==> src/rtl/rs_encode_ctrl.sv <==
// RS(15,13) systematic encoder controller over GF(16): forwards 13 message
// symbols through a one-entry output register, then appends 2 LFSR parity symbols.
module rs_encode_ctrl #(
  parameter int SYMBOL_WIDTH = 4,
  parameter int N            = 15,
  parameter int K            = 13
) (
  input  logic                    clk,
  input  logic                    reset,
  input  logic                    in_valid,
  output logic                    in_ready,
  input  logic [SYMBOL_WIDTH-1:0] in_data,
  output logic                    out_valid,
  input  logic                    out_ready,
  output logic [SYMBOL_WIDTH-1:0] out_data,
  output logic                    out_parity,
  output logic                    out_last
);

  localparam int CNT_W = $clog2(N + 1);
  localparam logic [CNT_W-1:0] LAST_MSG = CNT_W'(K - 1);
  // Exponents of the generator coefficients g1 = alpha^4, g0 = alpha^1.
  localparam logic [3:0] G1_EXP = 4'd4;
  localparam logic [3:0] G0_EXP = 4'd1;

  typedef enum logic [1:0] {DATA, PAR1, PAR2} state_t;

  // Symbol encoding: bit3 is the alpha^0 coefficient; index = exponent + 1, 0 for zero.
  function automatic logic [3:0] index_lookup(input logic [3:0] sym);
    case (sym)
      4'b1000: return 4'd1;
      4'b0100: return 4'd2;
      4'b0010: return 4'd3;
      4'b0001: return 4'd4;
      4'b1100: return 4'd5;
      4'b0110: return 4'd6;
      4'b0011: return 4'd7;
      4'b1101: return 4'd8;
      4'b1010: return 4'd9;
      4'b0101: return 4'd10;
      4'b1110: return 4'd11;
      4'b0111: return 4'd12;
      4'b1111: return 4'd13;
      4'b1011: return 4'd14;
      4'b1001: return 4'd15;
      default: return 4'd0;
    endcase
  endfunction

  function automatic logic [3:0] symbol_lookup(input logic [3:0] idx);
    case (idx)
      4'd1:    return 4'b1000;
      4'd2:    return 4'b0100;
      4'd3:    return 4'b0010;
      4'd4:    return 4'b0001;
      4'd5:    return 4'b1100;
      4'd6:    return 4'b0110;
      4'd7:    return 4'b0011;
      4'd8:    return 4'b1101;
      4'd9:    return 4'b1010;
      4'd10:   return 4'b0101;
      4'd11:   return 4'b1110;
      4'd12:   return 4'b0111;
      4'd13:   return 4'b1111;
      4'd14:   return 4'b1011;
      4'd15:   return 4'b1001;
      default: return 4'b0000;
    endcase
  endfunction

  function automatic logic [3:0] gf_mul_const(input logic [3:0] sym, input logic [3:0] exp_c);
    logic [3:0] idx;
    logic [4:0] e;
    idx = index_lookup(sym);
    if (idx == 4'd0) return 4'b0000;
    e = 5'(idx) - 5'd1 + 5'(exp_c);
    if (e >= 5'd15) e = e - 5'd15;
    return symbol_lookup(e[3:0] + 4'd1);
  endfunction

  state_t                  state_reg, state_next;
  logic [CNT_W-1:0]        cnt_reg, cnt_next;
  logic [3:0]              r1_reg, r1_next;
  logic [3:0]              r0_reg, r0_next;
  logic                    out_valid_reg, out_valid_next;
  logic [SYMBOL_WIDTH-1:0] out_data_reg, out_data_next;
  logic                    out_parity_reg, out_parity_next;
  logic                    out_last_reg, out_last_next;
  logic                    slot_free;
  logic                    ready_comb;
  logic [3:0]              fb;

  assign slot_free = !out_valid_reg || out_ready;
  assign fb        = in_data ^ r1_reg;

  always_comb begin
    state_next      = state_reg;
    cnt_next        = cnt_reg;
    r1_next         = r1_reg;
    r0_next         = r0_reg;
    out_valid_next  = out_valid_reg && !out_ready;
    out_data_next   = out_data_reg;
    out_parity_next = out_parity_reg;
    out_last_next   = out_last_reg;
    ready_comb      = 1'b0;
    case (state_reg)
      DATA: begin
        ready_comb = slot_free;
        if (in_valid && slot_free) begin
          out_valid_next  = 1'b1;
          out_data_next   = in_data;
          out_parity_next = 1'b0;
          out_last_next   = 1'b0;
          r1_next         = r0_reg ^ gf_mul_const(fb, G1_EXP);
          r0_next         = gf_mul_const(fb, G0_EXP);
          if (cnt_reg == LAST_MSG) begin
            cnt_next   = '0;
            state_next = PAR1;
          end else begin
            cnt_next = cnt_reg + 1'b1;
          end
        end
      end
      PAR1: begin
        if (slot_free) begin
          out_valid_next  = 1'b1;
          out_data_next   = r1_reg;
          out_parity_next = 1'b1;
          out_last_next   = 1'b0;
          state_next      = PAR2;
        end
      end
      PAR2: begin
        // Clearing the LFSR here keeps the next codeword independent of this one.
        if (slot_free) begin
          out_valid_next  = 1'b1;
          out_data_next   = r0_reg;
          out_parity_next = 1'b1;
          out_last_next   = 1'b1;
          r1_next         = 4'b0000;
          r0_next         = 4'b0000;
          state_next      = DATA;
        end
      end
      default: state_next = DATA;
    endcase
  end

  always_ff @(posedge clk) begin
    if (reset) begin
      state_reg      <= DATA;
      cnt_reg        <= '0;
      r1_reg         <= 4'b0000;
      r0_reg         <= 4'b0000;
      out_valid_reg  <= 1'b0;
      out_data_reg   <= '0;
      out_parity_reg <= 1'b0;
      out_last_reg   <= 1'b0;
    end else begin
      state_reg      <= state_next;
      cnt_reg        <= cnt_next;
      r1_reg         <= r1_next;
      r0_reg         <= r0_next;
      out_valid_reg  <= out_valid_next;
      out_data_reg   <= out_data_next;
      out_parity_reg <= out_parity_next;
      out_last_reg   <= out_last_next;
    end
  end

  assign in_ready   = ready_comb && !reset;
  assign out_valid  = out_valid_reg;
  assign out_data   = out_data_reg;
  assign out_parity = out_parity_reg;
  assign out_last   = out_last_reg;

endmodule
==> config.mk <==
export PLATFORM = sky130hd
export DESIGN_NAME = rs_encode_ctrl
export DESIGN_NICKNAME = d
export VERILOG_FILES = /design/src/rtl/rs_encode_ctrl.sv
export SDC_FILE = /design/constraint.sdc
export NUM_CORES = 1
export LEC_CHECK = 0
export CAP_MARGIN = 20
export CORE_MARGIN = 2
export CORE_UTILIZATION = 56
export CTS_BUF_LIST = sky130_fd_sc_hd__clkbuf_4
export CTS_CLUSTER_DIAMETER = 200
export DETAILED_ROUTE_END_ITERATION = 16
export DONT_BUFFER_PORTS = 1
export PLACE_DENSITY = 0.73
export SLEW_MARGIN = 25
export SYNTH_ARGS = -nofsm -noshare
export SYNTH_HDL_FRONTEND = slang
export SYNTH_SLANG_ARGS = --single-unit
==> constraint.sdc <==
create_clock -name clk -period 8.22 [get_ports clk]
set_clock_uncertainty 0.05 [all_clocks]
set_input_delay 2.055 -clock clk [delete_from_list [all_inputs] [get_ports clk]]
set_output_delay 2.055 -clock clk [all_outputs]
set_load 0.02 [all_outputs]
==> impl_summary.md <==
Run status
The flow ran to the end, and the final reports show no timing, DRC or antenna violations.

Detailed routing
The final antenna-violating net count is 0. For this block, the routed nets add up to approximately 4.5 mm of wire. In the routed layout, each cell is associated on average with a via count of between 6 and 7. Before antenna repair, the detailed router went through 4 iterations. For this block, the initial DRC count from the detailed router was around 120. The via count is between 1500 and 2000. The wire length per cell after detailed routing is roughly 14 um.

The number of remaining DRC errors is 0.

Timing
The final hold violation count is 0. Setup repair after global routing left no endpoint under its margin. The fmax is roughly 0.15 GHz. Measured against its own limit, the worst slew margin works out to 0.446. The final clock period utilization by the worst path is 0.801. At the pin with the least slew margin, the transition time is 824 ps. The hold slack is 468 ps. Adding up every negative setup slack in the final design gives 0 ps.

The number of pins exceeding their max-slew limit in the final report is 0. The smallest clock period supported by the final layout is computed as about 6600 ps. The total of endpoints with negative setup slack in the final report is 0.

Placed design
Input and output buffers added on the ports amount to 0. The wire-length estimate of the detail-placed layout is between 3 and 4 mm. The final weighted congestion in routability-driven placement is 0.915.

Clock network
The number of gates resized after CTS was 0. The clock passes through at most 2 buffers. The number of hold buffers added after CTS was 0.

TritonCTS built the clock tree. Clock latency on the worst-skew pair, taken at its later pin, is ~300 ps. Clock tree synthesis inserted a total of 3 buffers.

CTS placed an instance of sky130_fd_sc_hd__clkbuf_4 at the clock tree root. The clock input transition at the sequential cells of the worst setup and hold paths is 120 ps. The clock sink count is 21.

Post-CTS timing repair inserted 0 buffers for setup. The CTS H-tree depth is 1.

Cells and area
The antenna diode count is 0. Of the cells placed in the final design, the portion with a size suffix greater than 1 is 0.0725. The final core area utilization is 0.596. The area overhead of the layout relative to synthesis is 2.11%.

The filler cell count is roughly 340. The final layout contains roughly 300 nets.

Yosys
For this run, the register share of the synthesized area comes to 0.197. In the synthesized netlist the async set-or-reset flop fraction comes to 0. The Yosys step of the flow raised 0 warnings. After synthesis the netlist holds a flip-flop and latch count of 21. Yosys mapped a number of flops with a built-in enable equal to 0. A synthesized cell averages about 8 um2. The number of distinct library cell variants in the gate-level netlist after synthesis is 61. The synthesized area is about 0.0021 mm2.

Synthesis produced a netlist whose cell count is 269. When the netlist entered floorplanning its net count stood at just under 300. In the synthesized netlist the dominant register cell turns out to be sky130_fd_sc_hd__dfxtp_1.

Global routing
The initial antenna violation count is 0. The met1 capacity usage during global routing is 0.322. Entering global routing, the biggest net connects 29 pins. The first global-routing pass estimated between 7 and 8 mm of wire.

After global routing, the most crowded layer is met2. In the global route stage, overall resource usage came out at 0.219. For met3 alone, demand over resource in global routing was 0.0325. The routing usage on met2 is 0.346. The remaining global-route overflow is 0. The via count of the first global-routing pass is 1730.

Floorplanning
The number of top-level pins is 16. The starting density of the core is 0.583. The die boundary width is around 66 um. The region available for standard cell placement spans between 0.003 and 0.004 mm2.

The number of rows created at floorplan is 22. The floorplan step defined a die boundary enclosing between 0.004 and 0.005 mm2. The overall die height is between 60 and 70 um.

Power and ir drop
The total power is between 0.8 and 0.9 mW. The worst supply voltage drop on vdd is approximately 0.00016 V. Summed over all cells, the static leakage comes to a little under 0.9 nW. The total power per unit cell area is 367 mW/mm2.

Setup path
The worst endpoint data arrival time is approximately 6800 ps. At the worst endpoint, the required time is 8380 ps. The worst setup path is of the primary input to flop kind. The worst setup path is captured at a flop. The number of cells on the worst reg-to-reg path is 19. The largest driver fanout on the critical path is 10.

STA classifies the critical path startpoint as a primary input.

Worst hold path
The depth of the worst hold-timing path is 2. The tightest min-delay check is of the flop to flop type.

Flow run
The tool flagged a number of max-cap violations equal to 0.
## worst paths after layout
check	from	endpoint	slack, ps
setup / recovery	in_data[1]	r1_reg[2]$_SDFFE_PP0P_	1640
hold / removal	cnt_reg[2]$_SDFFE_PP0P_	cnt_reg[2]$_SDFFE_PP0P_	470
hold reg to reg	cnt_reg[2]$_SDFFE_PP0P_	cnt_reg[2]$_SDFFE_PP0P_	470
setup reg to reg	r1_reg[1]$_SDFFE_PP0P_	r1_reg[2]$_SDFFE_PP0P_	2980
## synthesized netlist by cell type, types with 4 or more instances
library cell | number | area share
sky130_fd_sc_hd__dfxtp_1 | 21 | 0.20
sky130_fd_sc_hd__xor2_1 | 5 | 0.021
sky130_fd_sc_hd__nand3_1 | 5 | 0.012
sky130_fd_sc_hd__a21oi_1 | 25 | 0.059
sky130_fd_sc_hd__nor2_1 | 30 | 0.053
sky130_fd_sc_hd__nor4_1 | 5 | 0.015
sky130_fd_sc_hd__nand2_1 | 14 | 0.025
sky130_fd_sc_hd__mux2i_1 | 10 | 0.047
sky130_fd_sc_hd__a22oi_1 | 7 | 0.025
sky130_fd_sc_hd__nor3_1 | 6 | 0.014
sky130_fd_sc_hd__ha_1 | 21 | 0.12
sky130_fd_sc_hd__o211ai_1 | 4 | 0.014
sky130_fd_sc_hd__a211oi_1 | 5 | 0.018
sky130_fd_sc_hd__inv_1 | 19 | 0.033
sky130_fd_sc_hd__clkbuf_1 | 10 | 0.018
sky130_fd_sc_hd__o21ai_0 | 8 | 0.019
sky130_fd_sc_hd__nand4_1 | 4 | 0.012
sky130_fd_sc_hd__nand3b_1 | 4 | 0.014
## metal layers
metal / wire length (um) / up-vias
met1: 2200 / 920
met4: 0 / 0
met3: 200 / 0
li1: - / 983
met2: 2070 / 40
met5: 0 / -
## kinds of logic after synthesis
group,after synthesis,share of synthesized area
AO/OA/AOI/OAI,84,0.281
XOR/XNOR,9,0.0457
flip-flops,21,0.197
adder cells (fa/ha/maj),21,0.123
AND/OR/NAND/NOR,85,0.201
buffers and inverters,34,0.0621
multiplexers,15,0.0908
## cells in the final DEF (no fill, tap or decap), types with 4 or more instances in the layout
master                     synthesis  routed
sky130_fd_sc_hd__nand3_1           5       5
sky130_fd_sc_hd__o211ai_1          4       4
sky130_fd_sc_hd__o21ai_0           8       8
sky130_fd_sc_hd__nor4_1            5       5
sky130_fd_sc_hd__dfxtp_1          21      21
sky130_fd_sc_hd__a211oi_1          5       5
sky130_fd_sc_hd__nand2_1          14      14
sky130_fd_sc_hd__a22oi_1           7       7
sky130_fd_sc_hd__mux2i_1          10      10
sky130_fd_sc_hd__nor2_1           30      30
sky130_fd_sc_hd__nor3_1            6       6
sky130_fd_sc_hd__nand4_1           4       4
sky130_fd_sc_hd__nand3b_1          4       4
sky130_fd_sc_hd__ha_1             21      21
sky130_fd_sc_hd__a21oi_1          25      25
sky130_fd_sc_hd__inv_1            19      19
sky130_fd_sc_hd__xor2_1            5       5
## worst max-delay path, cell delays in order
cell and delay (ps):
sky130_fd_sc_hd__xor2_1 450, sky130_fd_sc_hd__inv_1 220, sky130_fd_sc_hd__ha_1 270, sky130_fd_sc_hd__mux2_2 310
sky130_fd_sc_hd__a21oi_2 340, sky130_fd_sc_hd__inv_2 140, sky130_fd_sc_hd__ha_1 340, sky130_fd_sc_hd__o21ai_1 170
sky130_fd_sc_hd__xnor2_1 110, sky130_fd_sc_hd__a21oi_1 270, sky130_fd_sc_hd__inv_1 180, sky130_fd_sc_hd__ha_1 270
sky130_fd_sc_hd__nand2_1 120, sky130_fd_sc_hd__a211oi_1 60, sky130_fd_sc_hd__a2111oi_2 410, sky130_fd_sc_hd__and2_1 300
sky130_fd_sc_hd__a2111oi_0 90, sky130_fd_sc_hd__or4b_1 540, sky130_fd_sc_hd__o311ai_1 80
## report_power, final
part / switching, mW / internal (mW) / leakage (nW)
Clock: 0.0304 / 0.0181 / 0.0177
Sequential: 0.0134 / 0.112 / 0.172
Combinational: 0.376 / 0.251 / 0.689
## per-stage QoR
stage,setup slack (ps),std cells,area (um2)
floorplan,1900,269,2140
global placement,1540,306,2150
detailed placement,1370,306,2150
CTS,1670,310,2180
global route,1120,310,2180
finish,1640,310,2180
## area by class of cell
type / count / area (um2) / area share
Clock buffer: 3 / 22.5 / 0.0103
Clock inverter: 1 / 5.00 / 0.00229
Inverter: 22 / 82.6 / 0.0379
Multi-Input combinational cell: 214 / 1580 / 0.726
Sequential cell: 21 / 420 / 0.193
Tap cell: 48 / 60.1 / 0.0275
Timing Repair Buffer: 1 / 7.51 / 0.00344
No activity file was read; power rests on OpenSTA's default activity.
